==> config.mk <==
export PLATFORM = sky130hd
export DESIGN_NAME = qspi_rx_word_packer_flat
export DESIGN_NICKNAME = d
export VERILOG_FILES = /design/src/rtl/qspi_rx_word_packer_if.sv /design/src/rtl/qspi_rx_word_packer.sv /design/src/flat_wrapper.sv
export SDC_FILE = /design/constraint.sdc
export NUM_CORES = 1
export LEC_CHECK = 0
export ABC_AREA = 1
export BUFFER_PORTS_ARGS = -buffer_cell sky130_fd_sc_hd__buf_2
export CORE_MARGIN = 5
export CORE_UTILIZATION = 40
export CTS_CLUSTER_SIZE = 40
export DETAILED_ROUTE_END_ITERATION = 10
export HOLD_SLACK_MARGIN = 0.15
export PLACE_DENSITY_LB_ADDON = 0.15
export SLEW_MARGIN = 0
export SYNTH_ARGS = -nofsm -noshare
export SYNTH_HDL_FRONTEND = slang
export SYNTH_SLANG_ARGS = --single-unit
==> constraint.sdc <==
create_clock -name clk -period 3.4 [get_ports clk]
set_input_delay 0.34 -clock clk [delete_from_list [all_inputs] [get_ports clk]]
set_output_delay 0.34 -clock clk [all_outputs]
set_load 0.01 [all_outputs]
==> src/rtl/qspi_rx_word_packer_if.sv <==
// RX FIFO read port between the QSPI word packer (slave) and the AHB read path (master).
interface qspi_rx_word_packer_if #(
  parameter int FIFO_DEPTH = 4
);
  localparam int LVL_W = $clog2(FIFO_DEPTH) + 1;

  logic             rd_en;
  logic [31:0]      rd_data;
  logic [2:0]       rd_bytes;
  logic             rx_empty;
  logic             rx_full;
  logic [LVL_W-1:0] rx_level;
  logic             rx_overflow;
  logic             ovf_clr;

  modport master (
    output rd_en,
    output ovf_clr,
    input  rd_data,
    input  rd_bytes,
    input  rx_empty,
    input  rx_full,
    input  rx_level,
    input  rx_overflow
  );

  modport slave (
    input  rd_en,
    input  ovf_clr,
    output rd_data,
    output rd_bytes,
    output rx_empty,
    output rx_full,
    output rx_level,
    output rx_overflow
  );
endinterface

==> src/rtl/qspi_rx_word_packer.sv <==
// Counts QSPI sampling pulses, forms full or partial words from the sampling register
// and queues them, byte-reordered, in a first-word-fall-through RX FIFO.
module qspi_rx_word_packer #(
  parameter int FIFO_DEPTH = 4,
  parameter bit BYTE_SWAP  = 1'b1
) (
  input  logic                        clk,
  input  logic                        rst_n,
  input  logic                        rx_start,
  input  logic                        xfer_last,
  input  logic                        sample_en,
  input  logic                        use_1_io_lines_in,
  input  logic                        use_2_io_lines_in,
  input  logic                        use_4_io_lines_in,
  input  logic [31:0]                 sample_data,
  output logic                        rx_busy,
  qspi_rx_word_packer_if.slave        rd_if
);
  localparam int AW = $clog2(FIFO_DEPTH);
  localparam int LW = AW + 1;
  localparam logic [LW-1:0] LVL_ZERO = {LW{1'b0}};
  localparam logic [LW-1:0] LVL_ONE  = LW'(1);
  localparam logic [LW-1:0] LVL_FULL = LW'(FIFO_DEPTH);
  localparam logic [AW-1:0] PTR_ZERO = {AW{1'b0}};
  localparam logic [AW-1:0] PTR_ONE  = AW'(1);

  typedef enum logic [0:0] {
    ST_IDLE    = 1'b0,
    ST_COLLECT = 1'b1
  } state_t;

  state_t        state_r;
  logic [5:0]    bit_cnt_r;
  logic          push_pending_r;
  logic [2:0]    pend_nbytes_r;
  logic          rx_busy_r;

  logic [31:0]   mem_r    [FIFO_DEPTH];
  logic [2:0]    nb_mem_r [FIFO_DEPTH];
  logic [AW-1:0] rd_ptr_r;
  logic [AW-1:0] wr_ptr_r;
  logic [LW-1:0] count_r;
  logic [31:0]   rd_data_r;
  logic [2:0]    rd_bytes_r;
  logic          rx_empty_r;
  logic          rx_full_r;
  logic          rx_overflow_r;

  logic [5:0]    inc_s;
  logic [5:0]    sum_s;
  logic [5:0]    cnt_post_s;
  logic          push_s;
  logic          pop_s;
  logic          accept_s;
  logic          ovf_set_s;
  logic [31:0]   push_word_s;
  logic [31:0]   head_word_s;
  logic [2:0]    head_bytes_s;
  logic [LW-1:0] count_n_s;
  logic [AW-1:0] rd_nxt_s;

  // Received byte k sits at sd[8(n-k)-1 -: 8]; either spread it little-endian or keep raw order.
  function automatic logic [31:0] reorder_word(input logic [31:0] sd, input logic [2:0] n);
    logic [31:0] w;
    int          nb;
    w  = 32'd0;
    nb = int'(n);
    for (int k = 0; k < 4; k++) begin
      if (k < nb) begin
        if (BYTE_SWAP) begin
          w[8*k +: 8] = sd[8*(nb-k)-8 +: 8];
        end else begin
          w[8*k +: 8] = sd[8*k +: 8];
        end
      end else begin
        w[8*k +: 8] = 8'd0;
      end
    end
    return w;
  endfunction

  // Bits gained this cycle (single wins over dual over quad) and the clamped post-update count.
  always_comb begin
    inc_s      = 6'd0;
    sum_s      = 6'd0;
    cnt_post_s = 6'd0;
    if ((state_r != ST_COLLECT) || !sample_en) begin
      inc_s = 6'd0;
    end else if (use_1_io_lines_in) begin
      inc_s = 6'd1;
    end else if (use_2_io_lines_in) begin
      inc_s = 6'd2;
    end else if (use_4_io_lines_in) begin
      inc_s = 6'd4;
    end else begin
      inc_s = 6'd0;
    end
    sum_s = bit_cnt_r + inc_s;
    if (sum_s >= 6'd32) begin
      cnt_post_s = 6'd32;
    end else begin
      cnt_post_s = sum_s;
    end
  end

  // FIFO push/pop qualification and next occupancy; rx_start suppresses both.
  always_comb begin
    push_s      = push_pending_r & ~rx_start;
    pop_s       = rd_if.rd_en & (count_r != LVL_ZERO) & ~rx_start;
    accept_s    = push_s & ((count_r != LVL_FULL) | pop_s);
    ovf_set_s   = push_s & ~accept_s;
    push_word_s = reorder_word(sample_data, pend_nbytes_r);
    rd_nxt_s    = rd_ptr_r + PTR_ONE;
    count_n_s   = count_r;
    if (accept_s && !pop_s) begin
      count_n_s = count_r + LVL_ONE;
    end else if (pop_s && !accept_s) begin
      count_n_s = count_r - LVL_ONE;
    end else begin
      count_n_s = count_r;
    end
  end

  // Next head entry, so rd_data/rd_bytes can be registered yet stay first-word-fall-through.
  always_comb begin
    head_word_s  = 32'd0;
    head_bytes_s = 3'd0;
    if (count_n_s == LVL_ZERO) begin
      head_word_s  = 32'd0;
      head_bytes_s = 3'd0;
    end else if (pop_s && (count_r == LVL_ONE)) begin
      head_word_s  = push_word_s;
      head_bytes_s = pend_nbytes_r;
    end else if (pop_s) begin
      head_word_s  = mem_r[rd_nxt_s];
      head_bytes_s = nb_mem_r[rd_nxt_s];
    end else if (count_r == LVL_ZERO) begin
      head_word_s  = push_word_s;
      head_bytes_s = pend_nbytes_r;
    end else begin
      head_word_s  = mem_r[rd_ptr_r];
      head_bytes_s = nb_mem_r[rd_ptr_r];
    end
  end

  // Packer FSM: bit counting, full/partial word detection and push scheduling.
  always_ff @(posedge clk or negedge rst_n) begin
    if (!rst_n) begin
      state_r        <= ST_IDLE;
      bit_cnt_r      <= 6'd0;
      push_pending_r <= 1'b0;
      pend_nbytes_r  <= 3'd0;
      rx_busy_r      <= 1'b0;
    end else if (rx_start) begin
      state_r        <= ST_COLLECT;
      bit_cnt_r      <= 6'd0;
      push_pending_r <= 1'b0;
      pend_nbytes_r  <= 3'd0;
      rx_busy_r      <= 1'b1;
    end else begin
      push_pending_r <= 1'b0;
      case (state_r)
        ST_IDLE: begin
          bit_cnt_r <= 6'd0;
          rx_busy_r <= 1'b0;
        end
        ST_COLLECT: begin
          if (xfer_last) begin
            state_r   <= ST_IDLE;
            rx_busy_r <= 1'b0;
            bit_cnt_r <= 6'd0;
            if (cnt_post_s >= 6'd8) begin
              push_pending_r <= 1'b1;
              pend_nbytes_r  <= (cnt_post_s == 6'd32) ? 3'd4 : {1'b0, cnt_post_s[4:3]};
            end
          end else if (cnt_post_s == 6'd32) begin
            bit_cnt_r      <= 6'd0;
            push_pending_r <= 1'b1;
            pend_nbytes_r  <= 3'd4;
          end else begin
            bit_cnt_r <= cnt_post_s;
          end
        end
        default: begin
          state_r   <= ST_IDLE;
          bit_cnt_r <= 6'd0;
          rx_busy_r <= 1'b0;
        end
      endcase
    end
  end

  // FIFO pointers, occupancy and registered head/status outputs.
  always_ff @(posedge clk or negedge rst_n) begin
    if (!rst_n) begin
      rd_ptr_r      <= PTR_ZERO;
      wr_ptr_r      <= PTR_ZERO;
      count_r       <= LVL_ZERO;
      rd_data_r     <= 32'd0;
      rd_bytes_r    <= 3'd0;
      rx_empty_r    <= 1'b1;
      rx_full_r     <= 1'b0;
      rx_overflow_r <= 1'b0;
    end else if (rx_start) begin
      rd_ptr_r      <= PTR_ZERO;
      wr_ptr_r      <= PTR_ZERO;
      count_r       <= LVL_ZERO;
      rd_data_r     <= 32'd0;
      rd_bytes_r    <= 3'd0;
      rx_empty_r    <= 1'b1;
      rx_full_r     <= 1'b0;
      rx_overflow_r <= rx_overflow_r & ~rd_if.ovf_clr;
    end else begin
      if (accept_s) begin
        wr_ptr_r <= wr_ptr_r + PTR_ONE;
      end
      if (pop_s) begin
        rd_ptr_r <= rd_nxt_s;
      end
      count_r       <= count_n_s;
      rd_data_r     <= head_word_s;
      rd_bytes_r    <= head_bytes_s;
      rx_empty_r    <= (count_n_s == LVL_ZERO);
      rx_full_r     <= (count_n_s == LVL_FULL);
      rx_overflow_r <= ovf_set_s | (rx_overflow_r & ~rd_if.ovf_clr);
    end
  end

  // Storage array; entries are only observed through the occupancy-qualified head.
  always_ff @(posedge clk) begin
    if (accept_s) begin
      mem_r[wr_ptr_r]    <= push_word_s;
      nb_mem_r[wr_ptr_r] <= pend_nbytes_r;
    end
  end

  assign rd_if.rd_data     = rd_data_r;
  assign rd_if.rd_bytes    = rd_bytes_r;
  assign rd_if.rx_empty    = rx_empty_r;
  assign rd_if.rx_full     = rx_full_r;
  assign rd_if.rx_level    = count_r;
  assign rd_if.rx_overflow = rx_overflow_r;
  assign rx_busy           = rx_busy_r;

endmodule

==> src/flat_wrapper.sv <==
// flat-port wrapper written by rule: the top's interface ports become plain ports
module qspi_rx_word_packer_flat 
#(
  parameter int FIFO_DEPTH = 4,
  parameter bit BYTE_SWAP  = 1'b1
)
  (clk, rst_n, rx_start, xfer_last, sample_en, use_1_io_lines_in, use_2_io_lines_in, use_4_io_lines_in, sample_data, rx_busy, rd_if_rd_en, rd_if_ovf_clr, rd_if_rd_data, rd_if_rd_bytes, rd_if_rx_empty, rd_if_rx_full, rd_if_rx_level, rd_if_rx_overflow);
  qspi_rx_word_packer_if #(.FIFO_DEPTH(FIFO_DEPTH)) rd_if_i ();
  input  logic clk;
  input  logic rst_n;
  input  logic rx_start;
  input  logic xfer_last;
  input  logic sample_en;
  input  logic use_1_io_lines_in;
  input  logic use_2_io_lines_in;
  input  logic use_4_io_lines_in;
  input  logic [31:0] sample_data;
  output logic rx_busy;
  input wire logic [$bits(rd_if_i.rd_en)-1:0] rd_if_rd_en;
  input wire logic [$bits(rd_if_i.ovf_clr)-1:0] rd_if_ovf_clr;
  output wire logic [$bits(rd_if_i.rd_data)-1:0] rd_if_rd_data;
  output wire logic [$bits(rd_if_i.rd_bytes)-1:0] rd_if_rd_bytes;
  output wire logic [$bits(rd_if_i.rx_empty)-1:0] rd_if_rx_empty;
  output wire logic [$bits(rd_if_i.rx_full)-1:0] rd_if_rx_full;
  output wire logic [$bits(rd_if_i.rx_level)-1:0] rd_if_rx_level;
  output wire logic [$bits(rd_if_i.rx_overflow)-1:0] rd_if_rx_overflow;
  assign rd_if_i.rd_en = rd_if_rd_en;
  assign rd_if_i.ovf_clr = rd_if_ovf_clr;
  assign rd_if_rd_data = rd_if_i.rd_data;
  assign rd_if_rd_bytes = rd_if_i.rd_bytes;
  assign rd_if_rx_empty = rd_if_i.rx_empty;
  assign rd_if_rx_full = rd_if_i.rx_full;
  assign rd_if_rx_level = rd_if_i.rx_level;
  assign rd_if_rx_overflow = rd_if_i.rx_overflow;
  qspi_rx_word_packer #(.FIFO_DEPTH(FIFO_DEPTH), .BYTE_SWAP(BYTE_SWAP)) u_core (.clk(clk), .rst_n(rst_n), .rx_start(rx_start), .xfer_last(xfer_last), .sample_en(sample_en), .use_1_io_lines_in(use_1_io_lines_in), .use_2_io_lines_in(use_2_io_lines_in), .use_4_io_lines_in(use_4_io_lines_in), .sample_data(sample_data), .rx_busy(rx_busy), .rd_if(rd_if_i));
endmodule
==> results of run 1 <==
-- flip-flops by register name, summed over array words and instances, names as in the netlist, 2 cells and up --
name,cells
u_core.bit_cnt_r,6
u_core.pend_nbytes_r,3
u_core.rd_if.rx_level,3
u_core.wr_ptr_r,2
u_core.rd_ptr_r,2
u_core.mem_r,128
u_core.nb_mem_r,12
u_core.rd_if.rd_bytes,3
u_core.rd_if.rd_data,32
-- final cells by class --
cell class / count / area, µm²
multi-input combinational: 919 / 4310
sequential: 197 / 5630
inverter: 155 / 582
tap: 341 / 427
fill: 2619 / 14500
clock buffer: 19 / 443
clock inverter: 13 / 141
timing repair buffer: 114 / 718
-- power breakdown --
part           internal [mW]  total, mW  switching [mW]
registers               2.63       2.67          0.0393
logic                  0.311       1.03           0.718
clock network           1.06       2.04           0.979
total                   4.00       5.73            1.74
-- cell families after synthesis --
group | synth area share
and+or+nand+nor | 0.253
xor gates and xnor gates | 0.00473
buffers and inverters | 0.0854
other | 0.000346
DFF | 0.520
adders and majority gates | 0.0284
AOI/OAI and AO/OA | 0.109
-- critical path: stages, from the launching register on --
cell and delay, ns:
dfrtp_1 0.43, inv_1 0.11, ha_1 0.27, nand2_4 0.14, nand3_4 0.17, inv_2 0.10, nand2_1 0.07, nand2_2 0.29
inv_1 0.40, buf_4 0.28, o21ai_0 0.19, nand2_1 0.08, inv_1 0.07
-- per-layer routing --
metal,track usage,vias up
met5,0,-
met2,0.337,326
met1,0.294,4233
met3,0.0413,37
li1,-,4478
met4,0.0550,0
-- how the worst min path moves through the flow --
stage / start / to / slack [ns] / cells after the start
after global placement: rst_n / u_core.rd_if.rd_data[18] / 0.44 / 1
after CTS: rx_start / u_core.rd_if.rx_overflow / 0.17 / 2
after global routing: rx_start / u_core.rd_if.rx_overflow / 0.19 / 2
final: rx_start / u_core.rd_if.rx_overflow / 0.18 / 2
after floorplan: rst_n / u_core.bit_cnt_r[0] / 0.04 / 0
after detailed placement: rst_n / u_core.rd_if.rd_data[18] / 0.45 / 1
-- Yosys cell counts, types with 2 or more instances --
master,count
a21oi_1,53
buf_1,5
buf_2,25
buf_4,4
buf_6,5
clkbuf_1,29
dfrtp_1,56
edfxtp_1,140
ha_1,23
inv_1,150
inv_2,5
nand2_1,412
nand3_1,103
nand3_4,3
nand4_1,8
nor2_1,111
nor2_2,2
o21ai_0,142
o21ai_1,9
o22ai_1,21
or2_1,2
or2_2,14
xnor2_1,2
xor2_1,2
-- stage by stage --
step	power, mW	utilization
CTS	5.78	0.457
floorplan	3.38	-
detailed placement	3.75	0.434
finish	5.73	0.457
global route	6.01	0.457
global placement	3.74	0.434
-- repair_timing --
item	CTS	global route
gates resized for setup	0	0
hold buffers	3	0
endpoints found under the setup margin	0	0
endpoints found under the hold margin	26	0
==> impl_metrics.ini, run 1 <==
[placed_design]
dp.cells = 1723
place_ws_ns = 0.748
placed_area_um2 = 11600
io_buffers = 83
post-dp-hpwl_mm = 20.4
gp_congestion = 0.850

[drt]
wl_met1_mm = 14.4
wl_met3_mm = 2.42
antenna_left = 0
num_vias = 9074
post-route-drc-count = 0
drtIter0Drc = 769
post_drt_wl_per_cell_um = 18.2
avgViaCountPerCell = 5.16
drt-pass1-iter-count = 5
routed_wl_mm = 32.0
wl_met2_mm = 14.7
maxUsedRoutingLayer = met4

[sta]
hold_viol_final = 0
fin_crit_ns = 2.68
finalSetupViolCount = 0
rsz0062_at_grt = false
worst_slew_pin_slew_ns = 0.865
max_freq_mhz = 373
slew_violations = 0
skew_ns = 0.0157
tns_ns = 0
max-slew-margin-rel = 0.423
fin_crit_sh = 0.789
worst_slack_ns = 0.719
fin_hold_ws_ns = 0.178

[die]
coreArea_um2 = 26800
io_pins = 84
start_util = 0.404
dieArea_um2 = 30500
fp-row-count = 60
die_y_um = 175
die_w_um = 175

[clock_network]
cts_num_sinks = 197
cts_max_path_buffers = 2
cts_root_buf = clkbuf_16
postCtsSetupBuffers = 0
htreeDepth = 4
cts_tree = done
numCtsBuffers = 17
clk-insertion-delay-late_ns = 0.44
path_clk_slew_ns = 0.08

[finish]
syn_to_final_growth_pct = 13.1
layout_common_cells = 412 x nand2_1, 150 x inv_1, 142 x o21ai_0
nets = 1470
stdcell_count = 1758
fin_area_um2 = 12300
final_common_cell = nand2_1
n_antenna_cell = 0
drive_gt1_frac = 0.126

[grt]
antenna_found_initial = 0
grt_pass1_vias = 8628
grt_overflow = 0
grt_util_all_layers = 0.210
grt_max_degree = 58
grt_pass1_wl_mm = 49.4

[synthesis]
synthDistinctLibCells = 38
async_flop_share = 0.289
synth-seq-cells = 197
synth_area_per_cell_um2 = 8.09
synth_top_area_share = 0.388
synth_top_cell_by_area = edfxtp_1
synth_edf_count = 140
synthFlopType = edfxtp_1
yosysSeqAreaShare = 0.520
ys_warn_count = 0
synth_cells = 1340
netlist_area_um2 = 10800
synth_area_leaders = edfxtp_1 39%, nand2_1 14%, dfrtp_1 13%
synth_nets = 1406

[power_and_ir_drop]
leakagePower_nw = 5.81
power_density_nw_per_um2 = 468
irDropWorstVdd_uv = 304

[setup_path]
crit_start = u_core.rd_if.rx_level[0]
end_kind = register
cp.arrival_ns = 3.06
worst-path-max-fanout = 15
start_kind = register
worstSetupEndpoint = u_core.rd_if.rd_data[21]
worstReg2RegStart = u_core.rd_if.rx_level[0]
worst-endpoint-required_ns = 3.78
worst-r2r-cell-count = 12
r2r-end = u_core.rd_if.rd_data[21]
regToRegSetupSlack_ns = 0.72
worst-setup-path-type = reg2reg

[outcome]
status = completed

[flow_run]
drv_cap = 0

[min_path]
hp-class = in2reg
Power figures use the tool's default switching activity.
==> inputs of run 2 (changes only) <==
==> constraint.sdc (replaced) <==
create_clock -name clk -period 2.77 [get_ports clk]
set_input_delay 0.277 -clock clk [delete_from_list [all_inputs] [get_ports clk]]
set_output_delay 0.277 -clock clk [all_outputs]
set_load 0.01 [all_outputs]
==> impl_metrics.ini, run 2 (synthesis results as in run 1) <==
[sta]
finalSetupViolCount = 0
rsz0062_at_grt = false
slew_violations = 0
fin_hold_ws_ns = 0.217
hold_viol_final = 0
tns_ns = 0
max_freq_mhz = 415
worst_slew_pin_slew_ns = 0.853
worst_slack_ns = 0.362
max-slew-margin-rel = 0.429
skew_ns = 0.0158
fin_crit_sh = 0.869
fin_crit_ns = 2.41

[clock_network]
cts_resized = 0
path_clk_slew_ns = 0.08
cts_tree = done
htreeDepth = 4
cts_root_buf = clkbuf_16
postCtsSetupBuffers = 0
clk-insertion-delay-late_ns = 0.44
cts_max_path_buffers = 2
numCtsBuffers = 17
cts_num_sinks = 197

[finish]
syn_to_final_growth_pct = 14.2
drive_gt1_frac = 0.133
fill_cells = 2612
final_common_cell = nand2_1
largest_reg_flops = 128
regMostFlops = u_core.mem_r
nets = 1485
n_antenna_cell = 0
multiInputGateArea_um2 = 4310
regArea_um2 = 5630
layout_common_cells = 412 x nand2_1, 150 x inv_1, 142 x o21ai_0

[power_and_ir_drop]
irDropWorstVdd_uv = 309
leakagePower_nw = 5.90
power.total_mw = 7.00
power_density_nw_per_um2 = 565

[die]
dieArea_um2 = 30500
die_y_um = 175
io_pins = 84
die_w_um = 175
coreArea_um2 = 26800
fp-row-count = 60
start_util = 0.404

[drt]
post-route-drc-count = 0
drt-pass1-iter-count = 8
antenna_left = 0
drtIter0Drc = 712
routed_wl_mm = 31.7
post_drt_wl_per_cell_um = 17.9
num_vias = 9145
avgViaCountPerCell = 5.16

[setup_path]
worst-path-max-fanout = 18
end_kind = register
worstReg2RegStart = u_core.pend_nbytes_r[1]
worst-setup-path-type = reg2reg
worst-endpoint-required_ns = 3.15
crit_start = u_core.pend_nbytes_r[1]
cp.arrival_ns = 2.79
start_kind = register

[grt]
grt_overflow = 0
grt_pass1_vias = 8813
grt_pass1_wl_mm = 49.2
grt_max_degree = 57
antenna_found_initial = 0
grt_util_all_layers = 0.208

[flow_run]
drv_cap = 0

[min_path]
hp-start = rx_start
hp-class = in2reg

[placed_design]
gp_congestion = 0.894
io_buffers = 83
post-dp-hpwl_mm = 20.5
place_ws_ns = 0.399

[outcome]
status = completed
[run 2: worst paths after layout]
path	slack, ns	to	cells past startpoint
setup / recovery	0.36	u_core.rd_if.rd_data[31]	11
hold / removal	0.22	u_core.push_pending_r	4
setup reg to reg	0.36	u_core.rd_if.rd_data[31]	11
hold reg to reg	0.51	u_core.rx_busy	2
max in group asynchronous	1.94	u_core.wr_ptr_r[1]	3
min in group asynchronous	0.37	u_core.rd_if.rd_data[21]	3
[run 2: worst max-delay path, cell delays in order (launching register included)]
cell and delay, ns:
dfrtp_1 0.41, inv_1 0.18, ha_1 0.35, xor2_2 0.18
buf_4 0.21, nand2_1 0.07, o21ai_0 0.19, nor2_1 0.43
nand2_1 0.09, nand2_1 0.10, nand2_1 0.07, inv_1 0.07
[run 2: cell type report]
class,count,area share
clock buffer,18,0.0347
multi-input combinational,919,0.348
clock inverter,14,0.0113
tap,341,0.0345
sequential,197,0.455
inverter,155,0.0470
timing repair buffer,129,0.0693
[run 2: metal layers]
metal | up-vias | wire [µm] | track usage
li1 | 4512 | - | -
met1 | 4291 | 14200 | 0.286
met2 | 290 | 15000 | 0.342
met3 | 52 | 1830 | 0.0294
met4 | 0 | 673 | 0.0700
met5 | - | 0 | 0
[run 2: stage by stage]
stage                     utilization  cell area [µm²]  std cells
after CTS                       0.462            12400       1773
after detailed placement        0.439            11800       1737
final                           0.462            12400       1773
after global placement          0.439            11800       1737
after global routing            0.462            12400       1773
after floorplan                     -            10800       1340
[run 2: power breakdown]
| group | total, mW | switching, mW | internal (mW) |
|---|---|---|---|
| combinational | 1.32 | 0.915 | 0.407 |
| sequential | 3.26 | 0.0370 | 3.22 |
| clock | 2.41 | 1.22 | 1.20 |
[run 2: timing repair]
item | CTS | global route
setup endpoints to repair | 0 | 0
endpoints found under the hold margin | 58 | 0
hold buffers | 4 | 0
